File: config.mk
export PLATFORM = sky130hd
export DESIGN_NAME = riscv_pipe_ctrl
export DESIGN_NICKNAME = d
export VERILOG_FILES = /design/src/rtl/riscv_pipe_pkg.sv /design/src/rtl/riscv_hazard_detect.sv /design/src/rtl/riscv_pipe_ctrl.sv
export SDC_FILE = /design/constraint.sdc
export NUM_CORES = 1
export LEC_CHECK = 0
export CAP_MARGIN = 10
export CORE_ASPECT_RATIO = 1.1
export CORE_UTILIZATION = 40
export DETAILED_ROUTE_END_ITERATION = 8
export GPL_TIMING_DRIVEN = 0
export HOLD_SLACK_MARGIN = 0.06
export PLACE_DENSITY_LB_ADDON = 0.12
export SLEW_MARGIN = 20
export SYNTH_ARGS = -nofsm -noshare
export SYNTH_HDL_FRONTEND = slang
export SYNTH_HIERARCHICAL = 1
export SYNTH_SLANG_ARGS = --single-unit
File: constraint.sdc
create_clock -name clk -period 3.89 [get_ports clk]
set_clock_uncertainty 0.15 [all_clocks]
set_input_delay 0.9725 -clock clk [delete_from_list [all_inputs] [get_ports clk]]
set_output_delay 0.9725 -clock clk [all_outputs]
set_load 0.01 [all_outputs]
File: src/rtl/riscv_pipe_pkg.sv
// rtl/riscv_pipe_pkg.sv - shared stage indices and per-stage record type for the pipeline controller
package riscv_pipe_pkg;

    localparam int IF_S = 0;
    localparam int ID_S = 1;
    localparam int EX_S = 2;

    // Register address field width held in a stage record; covers REGN up to 256.
    localparam int RDW = 8;

    localparam int FWD_RF = 0;

    typedef struct packed {
        logic           valid;
        logic [RDW-1:0] rd;
        logic           wr;
        logic           load;
        logic           mem;
    } pipe_rec_t;

endpackage

File: src/rtl/riscv_hazard_detect.sv
// rtl/riscv_hazard_detect.sv - combinational load-use detection and forwarding-source selection
//
// Ports:
//   rec          in  stage records for EX..WB
//   id_valid     in  ID stage holds a valid instruction
//   id_rs1/2     in  ID source registers, id_use_rs1/2 mark which are read
//   lu           out load-use hazard against a load still ahead of MA
//   fwd_a/fwd_b  out 0 = register file, d = take the result from stage ID+d
module riscv_hazard_detect
    import riscv_pipe_pkg::*;
#(
    parameter int STAGES    = 5,
    parameter int MEM_STAGE = 3,
    parameter int REGA      = 5,
    parameter int FSW       = $clog2(STAGES-1)
) (
    input  pipe_rec_t        rec [EX_S:STAGES-1],
    input  logic             id_valid,
    input  logic [REGA-1:0]  id_rs1,
    input  logic [REGA-1:0]  id_rs2,
    input  logic             id_use_rs1,
    input  logic             id_use_rs2,
    output logic             lu,
    output logic [FSW-1:0]   fwd_a,
    output logic [FSW-1:0]   fwd_b
);

    logic [RDW-1:0] rs1_x;
    logic [RDW-1:0] rs2_x;
    logic           chk1;
    logic           chk2;
    logic           lu_raw;
    logic           unused_rec;

    // x0 is hardwired, so it never hazards and never forwards.
    assign rs1_x = RDW'(id_rs1);
    assign rs2_x = RDW'(id_rs2);
    assign chk1  = id_use_rs1 && (id_rs1 != '0);
    assign chk2  = id_use_rs2 && (id_rs2 != '0);

    always_comb begin
        lu_raw = 1'b0;
        for (int k = EX_S; k < MEM_STAGE; k++) begin
            if (rec[k].valid && rec[k].load && rec[k].wr) begin
                if (chk1 && rec[k].rd == rs1_x) lu_raw = 1'b1;
                if (chk2 && rec[k].rd == rs2_x) lu_raw = 1'b1;
            end
        end
    end

    assign lu = lu_raw && id_valid;

    // Walk from the oldest candidate to the youngest so the nearest writer wins.
    always_comb begin
        fwd_a = FSW'(FWD_RF);
        fwd_b = FSW'(FWD_RF);
        for (int d = STAGES-2; d >= 1; d--) begin
            if (rec[1+d].valid && rec[1+d].wr) begin
                if (chk1 && rec[1+d].rd == rs1_x) fwd_a = FSW'(d);
                if (chk2 && rec[1+d].rd == rs2_x) fwd_b = FSW'(d);
            end
        end
    end

    always_comb begin
        unused_rec = 1'b0;
        for (int k = EX_S; k < STAGES; k++) unused_rec = unused_rec ^ rec[k].mem ^ rec[k].load;
    end

endmodule

File: src/rtl/riscv_pipe_ctrl.sv
// rtl/riscv_pipe_ctrl.sv - pipeline valid/scoreboard tracking with stall, bubble, flush and forwarding control
//
// Ports:
//   clk, rst               clock, asynchronous active-low reset
//   id_*                   decode-stage instruction attributes
//   ex_redirect            taken branch/jump resolved in EX
//   mem_ready              MA access completes this cycle
//   stage_valid            per-stage valid bits
//   pc_hold                hold PC and the ID instruction
//   fwd_a, fwd_b           operand forwarding source for ID
//   mem_req                MA holds a valid memory access
//   wb_en, wb_rd           register-file write port
//   retire_count           cycles with a valid WB instruction
//   stall_count            cycles with pc_hold asserted
module riscv_pipe_ctrl
    import riscv_pipe_pkg::*;
#(
    parameter int REGN      = 32,
    parameter int STAGES    = 5,
    parameter int MEM_STAGE = 3,
    parameter int CNTW      = 32,
    localparam int REGA     = $clog2(REGN),
    localparam int FSW      = $clog2(STAGES-1)
) (
    input  logic              clk,
    input  logic              rst,
    input  logic [REGA-1:0]   id_rs1,
    input  logic [REGA-1:0]   id_rs2,
    input  logic              id_use_rs1,
    input  logic              id_use_rs2,
    input  logic [REGA-1:0]   id_rd,
    input  logic              id_wr,
    input  logic              id_load,
    input  logic              id_mem,
    input  logic              ex_redirect,
    input  logic              mem_ready,
    output logic [STAGES-1:0] stage_valid,
    output logic              pc_hold,
    output logic [FSW-1:0]    fwd_a,
    output logic [FSW-1:0]    fwd_b,
    output logic              mem_req,
    output logic              wb_en,
    output logic [REGA-1:0]   wb_rd,
    output logic [CNTW-1:0]   retire_count,
    output logic [CNTW-1:0]   stall_count
);

    localparam int WB_S = STAGES - 1;

    logic      if_v;
    logic      id_v;
    pipe_rec_t rec [EX_S:STAGES-1];
    pipe_rec_t id_rec;
    logic      lu;
    logic      ms;
    logic      redirect;

    riscv_hazard_detect #(
        .STAGES    (STAGES),
        .MEM_STAGE (MEM_STAGE),
        .REGA      (REGA),
        .FSW       (FSW)
    ) u_hazard (
        .rec        (rec),
        .id_valid   (id_v),
        .id_rs1     (id_rs1),
        .id_rs2     (id_rs2),
        .id_use_rs1 (id_use_rs1),
        .id_use_rs2 (id_use_rs2),
        .lu         (lu),
        .fwd_a      (fwd_a),
        .fwd_b      (fwd_b)
    );

    // Invalid ID slots enter EX as all-zero bubbles so no stale rd can match.
    assign id_rec   = id_v ? '{valid: 1'b1, rd: RDW'(id_rd), wr: id_wr, load: id_load, mem: id_mem}
                           : '0;
    assign mem_req  = rec[MEM_STAGE].valid && rec[MEM_STAGE].mem;
    assign ms       = mem_req && !mem_ready;
    // EX is frozen during a memory stall, so the redirect is taken once the stall clears.
    assign redirect = ex_redirect && rec[EX_S].valid && !ms;
    // A redirect squashes the dependent ID instruction, so its hazard no longer matters.
    assign pc_hold  = ms || (lu && !redirect);
    assign wb_en    = rec[WB_S].valid && rec[WB_S].wr && (rec[WB_S].rd != '0);
    assign wb_rd    = rec[WB_S].rd[REGA-1:0];

    always_comb begin
        stage_valid       = '0;
        stage_valid[IF_S] = if_v;
        stage_valid[ID_S] = id_v;
        for (int k = EX_S; k < STAGES; k++) stage_valid[k] = rec[k].valid;
    end

    always_ff @(posedge clk or negedge rst) begin
        if (!rst) begin
            if_v         <= 1'b0;
            id_v         <= 1'b0;
            retire_count <= '0;
            stall_count  <= '0;
            for (int k = EX_S; k < STAGES; k++) rec[k] <= '0;
        end else begin
            retire_count <= retire_count + CNTW'(rec[WB_S].valid);
            stall_count  <= stall_count + CNTW'(pc_hold);
            if (ms) begin
                // Everything up to MA waits; the stage after MA receives a bubble.
                rec[MEM_STAGE+1] <= '0;
                for (int k = MEM_STAGE+2; k < STAGES; k++) rec[k] <= rec[k-1];
            end else begin
                for (int k = EX_S+1; k < STAGES; k++) rec[k] <= rec[k-1];
                if (redirect) begin
                    if_v      <= 1'b1;
                    id_v      <= 1'b0;
                    rec[EX_S] <= '0;
                end else if (lu) begin
                    rec[EX_S] <= '0;
                end else begin
                    if_v      <= 1'b1;
                    id_v      <= if_v;
                    rec[EX_S] <= id_rec;
                end
            end
        end
    end

endmodule

# Word-level counts from Yosys, hierarchy flattened
# Cells that the tools add are included.
[op_classes]
mux = 23
n_reduce_logical = 28
eq_ne = 7
n_addsub = 2
n_bitwise = 1
[op_table]
columns = ["op", "n"]
rows = [
  ["$add A32 B1 Y32", 2],
  ["$eq A8 B5 Y1", 6],
  ["$mux W12", 4],
  ["$mux W2", 12],
  ["$logic_and A1 B1 Y1", 20],
  ["$reduce_bool A5 Y1", 2],
  ["$reduce_bool A8 Y1", 1],
  ["$mux W1", 7],
  ["$logic_not A1 Y1", 3],
  ["$ne A2 B1 Y1 const B", 1],
  ["$reduce_and A2 Y1", 1],
  ["$logic_or A1 B1 Y1", 1],
  ["$not A1 Y1", 1],
]
[word_totals]
output_inout_bits = 81
register_bits = 100

# Longest topological paths before layout
[logic_depth]
depth_word = 10
ltp_mapped = 12

# Hierarchy
# The synthesis kept the hierarchy.
[modules_own_cells]
columns = ["mod", "cells_each", "area_per_inst_um2", "n_inst"]
rows = [
  ["riscv_pipe_ctrl", 333, 4020.1, 1],
  ["riscv_hazard_detect", 64, 515.5, 1],
]

# Worst setup path before layout
# OpenSTA, ideal clock, no wires.
[synth_path]
path_type = "input -> register"
start = "input id_rs2[0]"
end = "register stall_count[12]"
stages = 12
path_buffers = 0
path_slack_ns = 0.345
t_arrival_ns = 3.263
path_cell_list = "or4_1 > o21ai_2 > nand4b_4 > a21oi_1 > a21oi_1 > inv_1 > ha_1 > ha_1 > and2_1 > and2_1 > nor3b_1 > xor2_1"
[synth_between]
elab_chain_len = 9
[synth_rtl]
columns = ["element", "line", "rtl"]
rows = [
  ["from (decl)", "riscv_pipe_ctrl.sv:28", "input logic [REGA-1:0] id_rs2,"],
  ["$reduce_bool A5 Y1", "riscv_hazard_detect.sv:39", "assign chk2 = id_use_rs2 && (id_rs2 != '0);"],
  ["$logic_and A1 B1 Y1", "riscv_hazard_detect.sv:39", ""],
  ["$logic_and A1 B1 Y1 (*)", "riscv_hazard_detect.sv:46", "if (chk2 && rec[k].rd == rs2_x) lu_raw = 1'b1;"],
  ["$mux W1 (*)", "riscv_hazard_detect.sv:46", ""],
  ["$mux W1 (*)", "riscv_hazard_detect.sv:44", "if (rec[k].valid && rec[k].load && rec[k].wr) begin"],
  ["$logic_and A1 B1 Y1 (*)", "riscv_hazard_detect.sv:51", "assign lu = lu_raw && id_valid;"],
  ["net lu", "riscv_pipe_ctrl.sv:54", "logic lu;"],
  ["$logic_and A1 B1 Y1 (*)", "riscv_pipe_ctrl.sv:83", "assign pc_hold = ms || (lu && !redirect);"],
  ["$logic_or A1 B1 Y1 (*)", "riscv_pipe_ctrl.sv:83", ""],
  ["net pc_hold", "riscv_pipe_ctrl.sv:38", "output logic pc_hold,"],
  ["$add A32 B1 Y32 (*)", "riscv_pipe_ctrl.sv:103", "stall_count <= stall_count + CNTW'(pc_hold);"],
  ["to (signal assigned)", "riscv_pipe_ctrl.sv:103", ""],
  ["to (decl)", "riscv_pipe_ctrl.sv:45", "output logic [CNTW-1:0] stall_count"],
]
# The timed path passes the listed nets; every way through them passes the cells marked *.
# A chain may end at the register's enable or synchronous reset.

# Worst setup path after layout
[layout_path]
start = "input id_use_rs2"
end = "output fwd_b[0]"
[layout_between]
elab_chain_len = 8
[layout_rtl]
columns = ["element", "line", "rtl"]
rows = [
  ["from (decl)", "riscv_pipe_ctrl.sv:30", "input logic id_use_rs2,"],
  ["$logic_and A1 B1 Y1 (*)", "riscv_hazard_detect.sv:39", ""],
  ["$logic_and A1 B1 Y1", "riscv_hazard_detect.sv:60", "if (chk2 && rec[1+d].rd == rs2_x) fwd_b = FSW'(d);"],
  ["$mux W2", "riscv_hazard_detect.sv:60", ""],
  ["$mux W2", "riscv_hazard_detect.sv:58", "if (rec[1+d].valid && rec[1+d].wr) begin"],
  ["$mux W2", "riscv_hazard_detect.sv:60", ""],
  ["$mux W2", "riscv_hazard_detect.sv:58", ""],
  ["$mux W2", "riscv_hazard_detect.sv:60", ""],
  ["$mux W2 (*)", "riscv_hazard_detect.sv:58", ""],
  ["to (decl)", "riscv_pipe_ctrl.sv:40", "output logic [FSW-1:0] fwd_b,"],
]
# Every way passes the cells marked *; elsewhere a longest branch is shown, timed or not.

==> key figures <==
Clock tree
  – Hold buffers post-CTS: 0
  – H-tree depth: 3
  – CTS Buf Count: 9
  – CTS clock-pin slew for the worst setup and hold paths: approximately 0.060 ns
  – Clock buffer depth: 2
  – Clk_lat worst skew: 0.34 ns
  – CTS tree: built
  – Root buffer cell: clkbuf_16
  – Clk sinks: 90

Pwr
  – Peak VDD IR: 287 uV
  – Cell leakage power: 2.58 nW
  – P_sw: roughly 0.93 mW
  – Overall power: 3.13 mW
  – PwrDens: 513 nW/um2
  – Flop pwr share: 0.425
  – Switching Fraction: 0.297
  – Power share of the clock group: 0.297
  – Combinational Power Share: 0.278
  – Int Power: 2.20 mW

Setup path
  – Data arrival, critical path: about 2.7 ns
  – R2R cell count: 12
  – Critical Path, Cell by Cell: clkdlybuf4s50_1, o21ai_4, buf_4, or4_4, o22ai_1, dlygate4sd2_1
  – Reg-to-Reg End: stall_count[28]
  – Crit end category: primary output
  – Flop2flop setup slack: 0.74 ns
  – Slowest CP cell: or4_4
  – CP Max Fanout: 3
  – R2R Path Start: rec[29]
  – Worst Path Required: 2.77 ns
  – Worst path max stage delay: around 0.53 ns
  – Type of origin of the critical path: primary input
  – Crit path to: fwd_b[0]
  – Setup CP Type: in2out
  – Critical Path Source: id_use_rs2

Global route
  – Initial antenna violation count: 0
  – Vias in the first global route: between 3k and 4k
  – Global-route wire length before repair: 16.3 mm
  – Largest net degree at the start of global routing: a little over 70
  – Total gr overflow: 0
  – Global Route Usage Sum: 0.186

Die
  – Die Area: 11500 um2
  – Core region area: 10600 um2
  – Die width: 102 um
  – IO Pins: around 110
  – Die height: 112 um
  – Site Rows: 39
  – Initial core utilization: 0.419

Route
  – DRC viols: 0
  – Initial DRC count: between 100 and 150
  – DR vias: 3397
  – Antenna viol nets, final: 0
  – Routed wire length: approximately 9.9 mm
  – Via-to-Cell Ratio: 5.10
  – DRT Pass-1 Iters: 4
  – Wire length per cell: 14.9 um

Finish
  – Share of layout cells above drive strength 1: 0.136
  – Fin nets: 547
  – Antenna diodes: 0
  – Util after Layout: 0.576
  – Area growth syn-to-layout: 37.5%

Synth
  – Synthesized netlist cell count: 391
  – Post-Synthesis Cell Area: 4440 um2
  – Yosys warns: 6
  – Syn avg cell area: around 11 um2

STA
  – Worst slew margin: 0.458
  – FMAX: about 0.26 GHz
  – RSZ-0062 raised after global routing: yes
  – Final period utilization: 0.989
  – Final min period: between 3 and 4 ns
  – Setup Viol. Count Final: 0
  – Max-slew violation count: 0
  – Final Hold Viols: 0
  – Least-Margin Pin Slew: 0.811 ns

Placement
  – # port buffers: ~100
  – Post-DP HPWL: roughly 7.3 mm
  – RD Place Congestion: approximately 0.78

Job
  – Max-cap violation count: 0

Hold path
  – HP Class: in2async

Run status
  – Status: finished, final reports clean
layout by cell type, fill, tap and decap left out, drive strengths merged, types with 3 or more instances in the layout:
cell type and n:
mux2 6, xnor2 76, conb 9, nor2b 8, or4 7, dlygate4sd2 7
clkbuf 15, and3 5, ha 4, xor2 14, buf 24, nand4 38
inv 8, nor2 13, and2 9, nand3 24, or2 4, dfrtp 90
nand2 19, and4 3, clkdlybuf4s50 88, nor4 8, a22o 8, clkdlybuf4s15 5
nand4b 3, nor3 8
how the worst min path moves through the flow:
stage | endpoint | cells after the start | slack [ns] | start
floorplan | rec[12] | 1 | 0.29 | rec[24]
global placement | rec[12] | 1 | 0.31 | rec[24]
finish | retire_count[26] | 1 | 0.32 | rst
detailed placement | retire_count[31] | 1 | 0.31 | retire_count[31]
global route | retire_count[9] | 1 | 0.33 | rst
CTS | retire_count[9] | 1 | 0.32 | rst
power by group through the flow:
stage          logic [mW]  registers (mW)  clock network, mW
6_report            0.870            1.33              0.930
5_1_grt             0.950            1.36              0.989
2_1_floorplan       0.480            1.32                  0
3_5_place_dp        0.869            1.35                  0
3_3_place_gp        0.854            1.34                  0
4_1_cts             0.883            1.33              0.956
state kept, by name (all words and copies together) (netlist names):
signal and cells:
rec 16, wb_rd 5, stall_count 32, id_v 1, if_v 1, stage_valid 3, retire_count 32
stage by stage:
| step | worst slack (ns) | cell area [um2] | TNS, ns | hold WS, ns | std cells |
|---|---|---|---|---|---|
| 2_1_floorplan | 0.345 | 4470 | 0 | 0.290 | 399 |
| 3_3_place_gp | -1.68 | 5690 | -162.35 | 0.309 | 646 |
| 3_5_place_dp | -0.740 | 5720 | -12.57 | 0.312 | 647 |
| 4_1_cts | -0.0375 | 6080 | -0.0375 | 0.315 | 664 |
| 5_1_grt | -0.00953 | 6100 | -0.00953 | 0.326 | 666 |
| 6_report | 0.0428 | 6100 | 0 | 0.316 | 666 |
critical path, delay by kind of cell:
kind / cells / cell delay, ns
AO/OA/AOI/OAI: 2 / 0.26
buffers and inverters: 3 / 0.96
AND/OR/NAND/NOR: 1 / 0.53
repair_timing:
item | CTS | global route
setup buffers | 2 | 2
pin swaps | 5 | 4
setup endpoints to repair | 19 | 1
resized for setup | 41 | 3
layout make-up:
class,count,area (um2)
sequential,90,2250
multi-input combinational,282,2110
tap,143,179
timing repair buffer,109,1080
clock buffer,11,243
buffer,19,130
inverter,8,30.0
fill,924,4490
clock inverter,4,76.3
metal layers:
metal / up-vias / part of all wire / track usage
li1: 1620 / - / -
met1: 1664 / 0.46 / 0.244
met2: 95 / 0.48 / 0.293
met3: 18 / 0.047 / 0.0405
met4: 0 / 0.020 / 0.0800
met5: - / 0 / 0
Power figures use the tool's default switching activity.
==> patch, RTL diff (same flow settings) <==
`STAGES` is set to 5 in 2 places; all go to 10.
--- a/src/rtl/riscv_hazard_detect.sv
+++ b/src/rtl/riscv_hazard_detect.sv
@@ -9,7 +9,7 @@
 module riscv_hazard_detect
     import riscv_pipe_pkg::*;
 #(
-    parameter int STAGES    = 5,
+    parameter int STAGES    = 10,
     parameter int MEM_STAGE = 3,
     parameter int REGA      = 5,
     parameter int FSW       = $clog2(STAGES-1)
--- a/src/rtl/riscv_pipe_ctrl.sv
+++ b/src/rtl/riscv_pipe_ctrl.sv
@@ -16,7 +16,7 @@
     import riscv_pipe_pkg::*;
 #(
     parameter int REGN      = 32,
-    parameter int STAGES    = 5,
+    parameter int STAGES    = 10,
     parameter int MEM_STAGE = 3,
     parameter int CNTW      = 32,
     localparam int REGA     = $clog2(REGN),
Ports: changed (resized fwd_a, fwd_b and stage_valid); port bits go from 105 to 114. No check against the original RTL was run, so the function may have changed too.
==> patch against the original RTL <==
- first-iteration DRC count grew 77%
- via count grew 36%
- sequential cell count grew 35
- cell area grew 39%
- total power grew 62%
- setup slack lost 0.030 ns
- synthesized area grew 39%
- routed wire length grew 46%
- global-route usage grew 0.94 points
- critical path depth grew 1
- core utilization shrank 1.2 points
- critical path type unchanged
- largest cell class unchanged
==> patch: results (changes against the original RTL) <==
Outcome
  • Run status: completed (unchanged)

Routing
  • Vias: 4632 (was 3397)
  • Drt first pass iters: 4 (unchanged)
  • Average wire length per cell after detail routing: 15.8 um (was 14.9 um)
  • DRC marker count from the first detailed-route iteration: 252 (was 142)
  • Antenna Violating Nets Remaining: 0 (unchanged)

Global routing
  • Maximum number of pins on one net before global-route repair: 65 (was 72)
  • Overall track demand over capacity in global routing: 19.5% (was 18.6%)
  • Antenna violations before repair: 0 (unchanged)
  • Via count of the first global-routing pass: 4772 (was 3263)
  • Aggregate global routing overflow: 0 (unchanged)
  • Wire length of the first global-routing pass: 24100 um (was 16300 um)

Final layout
  • Share of layout cells above drive strength 1: 15.8% (was 13.6%)
  • Registers with the most flip-flops: rec: 46 flops, retire_count: 32 flops, stall_count: 32 flops (was retire_count: 32 flops, stall_count: 32 flops, rec: 16 flops)
  • Number of diodes: 0 (unchanged)
  • Number of filler instances in the final layout: 1323 (was 924)
  • Final net count: 741 (was 547)

Placement
  • Sum of net half-perimeters after detailed placement: 10300 um (was 7340 um)
  • Worst setup timing slack at the placement stage: -0.726 ns (was -0.740 ns)
  • Routability cong.: 0.838 (was 0.777)
  • Number of buffers inserted by port buffering: 103 (was 104)

Clock tree
  • Hold-fix buffers, CTS: 0 (unchanged)
  • Clock Root Buffer: clkbuf_16 (unchanged)
  • Clock latency of the later-clocked register in the worst-skew pair: 0.41 ns (was 0.34 ns)
  • Number of buffers on the longest clock path: 2 (unchanged)
  • Number of levels in the clock H-tree: 4 (was 3)
  • Clock transition at the register clock pins on the worst setup and hold paths after CTS: 0.05 ns
  • Clock buffers created by TritonCTS: 17 (was 9)

Critical path
  • WP data arrival: 2.75 ns (was 2.72 ns)
  • Peak fanout along the critical path: 5 (was 3)
  • CP delay by family, top: simple AND/OR/NAND/NOR gates (was buffers and inverters)
  • Cell with the biggest individual delay on the critical path: or4_4 (unchanged)
  • Crit-path max cell delay: 0.54 ns

Synth
  • Yosys Warn Count: 6 (unchanged)

STA
  • Transition at the pin with the smallest max-transition slack: 0.795 ns (was 0.811 ns)

Pwr
  • Total leakage power: 3.60 nW (was 2.58 nW)
  • Maximum resistive drop on vdd: 0.371 mV (was 0.287 mV)

Worst hold path
  • Tightest Hold Check Type: reg -> reg (was in -> async)
[patch: path summary, 6_finish.rpt]
path,cells after the start,start,to,slack [ns]
min in group asynchronous,1,rst,wb_rd[0]$_DFF_PN0_,0.35
setup / recovery,7,id_rs1[1],fwd_a[3],0.01
hold / removal,0,rec[26]$_DFF_PN0_,rec[14]$_DFF_PN0_,0.22
hold reg to reg,0,rec[26]$_DFF_PN0_,rec[14]$_DFF_PN0_,0.22
setup reg to reg,13,stage_valid[2]$_DFFE_PN0N_,stall_count[28]$_DFF_PN0_,0.34
max in group asynchronous,2,rst,stall_count[4]$_DFF_PN0_,2.58
[patch: final cells by class]
class	instances	share of cell area, %
multi-input cells	409	35.2
repair buffers	116	13.6
clock inverters	9	1.86
plain buffers	34	3.41
flip-flops and latches	125	36.9
well taps	196	2.89
clock buffers	23	5.75
inverters	10	0.472
[patch: where the power goes]
| part | switching, mW | internal (mW) |
|---|---|---|
| combinational | 0.536 | 0.780 |
| clock | 0.571 | 1.14 |
| sequential | 0.399 | 1.66 |
| total | 1.51 | 3.58 |
[patch: per-stage QoR]
stage               TNS (ns)  instance area (um^2)  std cells
global route          -0.116                  8490        922
detailed placement    -14.19                  7610        878
floorplan                  0                  6300        578
global placement     -430.01                  7570        877
CTS                  -0.0909                  8430        920
finish                     0                  8490        922
[patch: what timing repair did]
action,CTS,global route
resized for setup,44,11
buffers inserted,10,2
pin swaps,8,8
setup endpoints to repair,20,5
[patch: metal layers]
layer,track usage [%],vias up,routed length (um)
met1,25.1,2297,6480
met2,31.6,116,7190
li1,-,2204,-
met3,5.06,15,650
met5,0,-,0
met4,6.93,0,206
[patch: worst reg2reg max path, cell delays in order, from the launching register on]
cell	delay, ns
dfrtp_1	0.41
nand2_1	0.07
or4_1	0.49
or4_4	0.62
inv_4	0.09
o211a_4	0.18
a21oi_4	0.07
inv_2	0.06
ha_1	0.19
ha_1	0.20
and2_1	0.16
clkbuf_1	0.38
nand4_1	0.20
xnor2_1	0.17
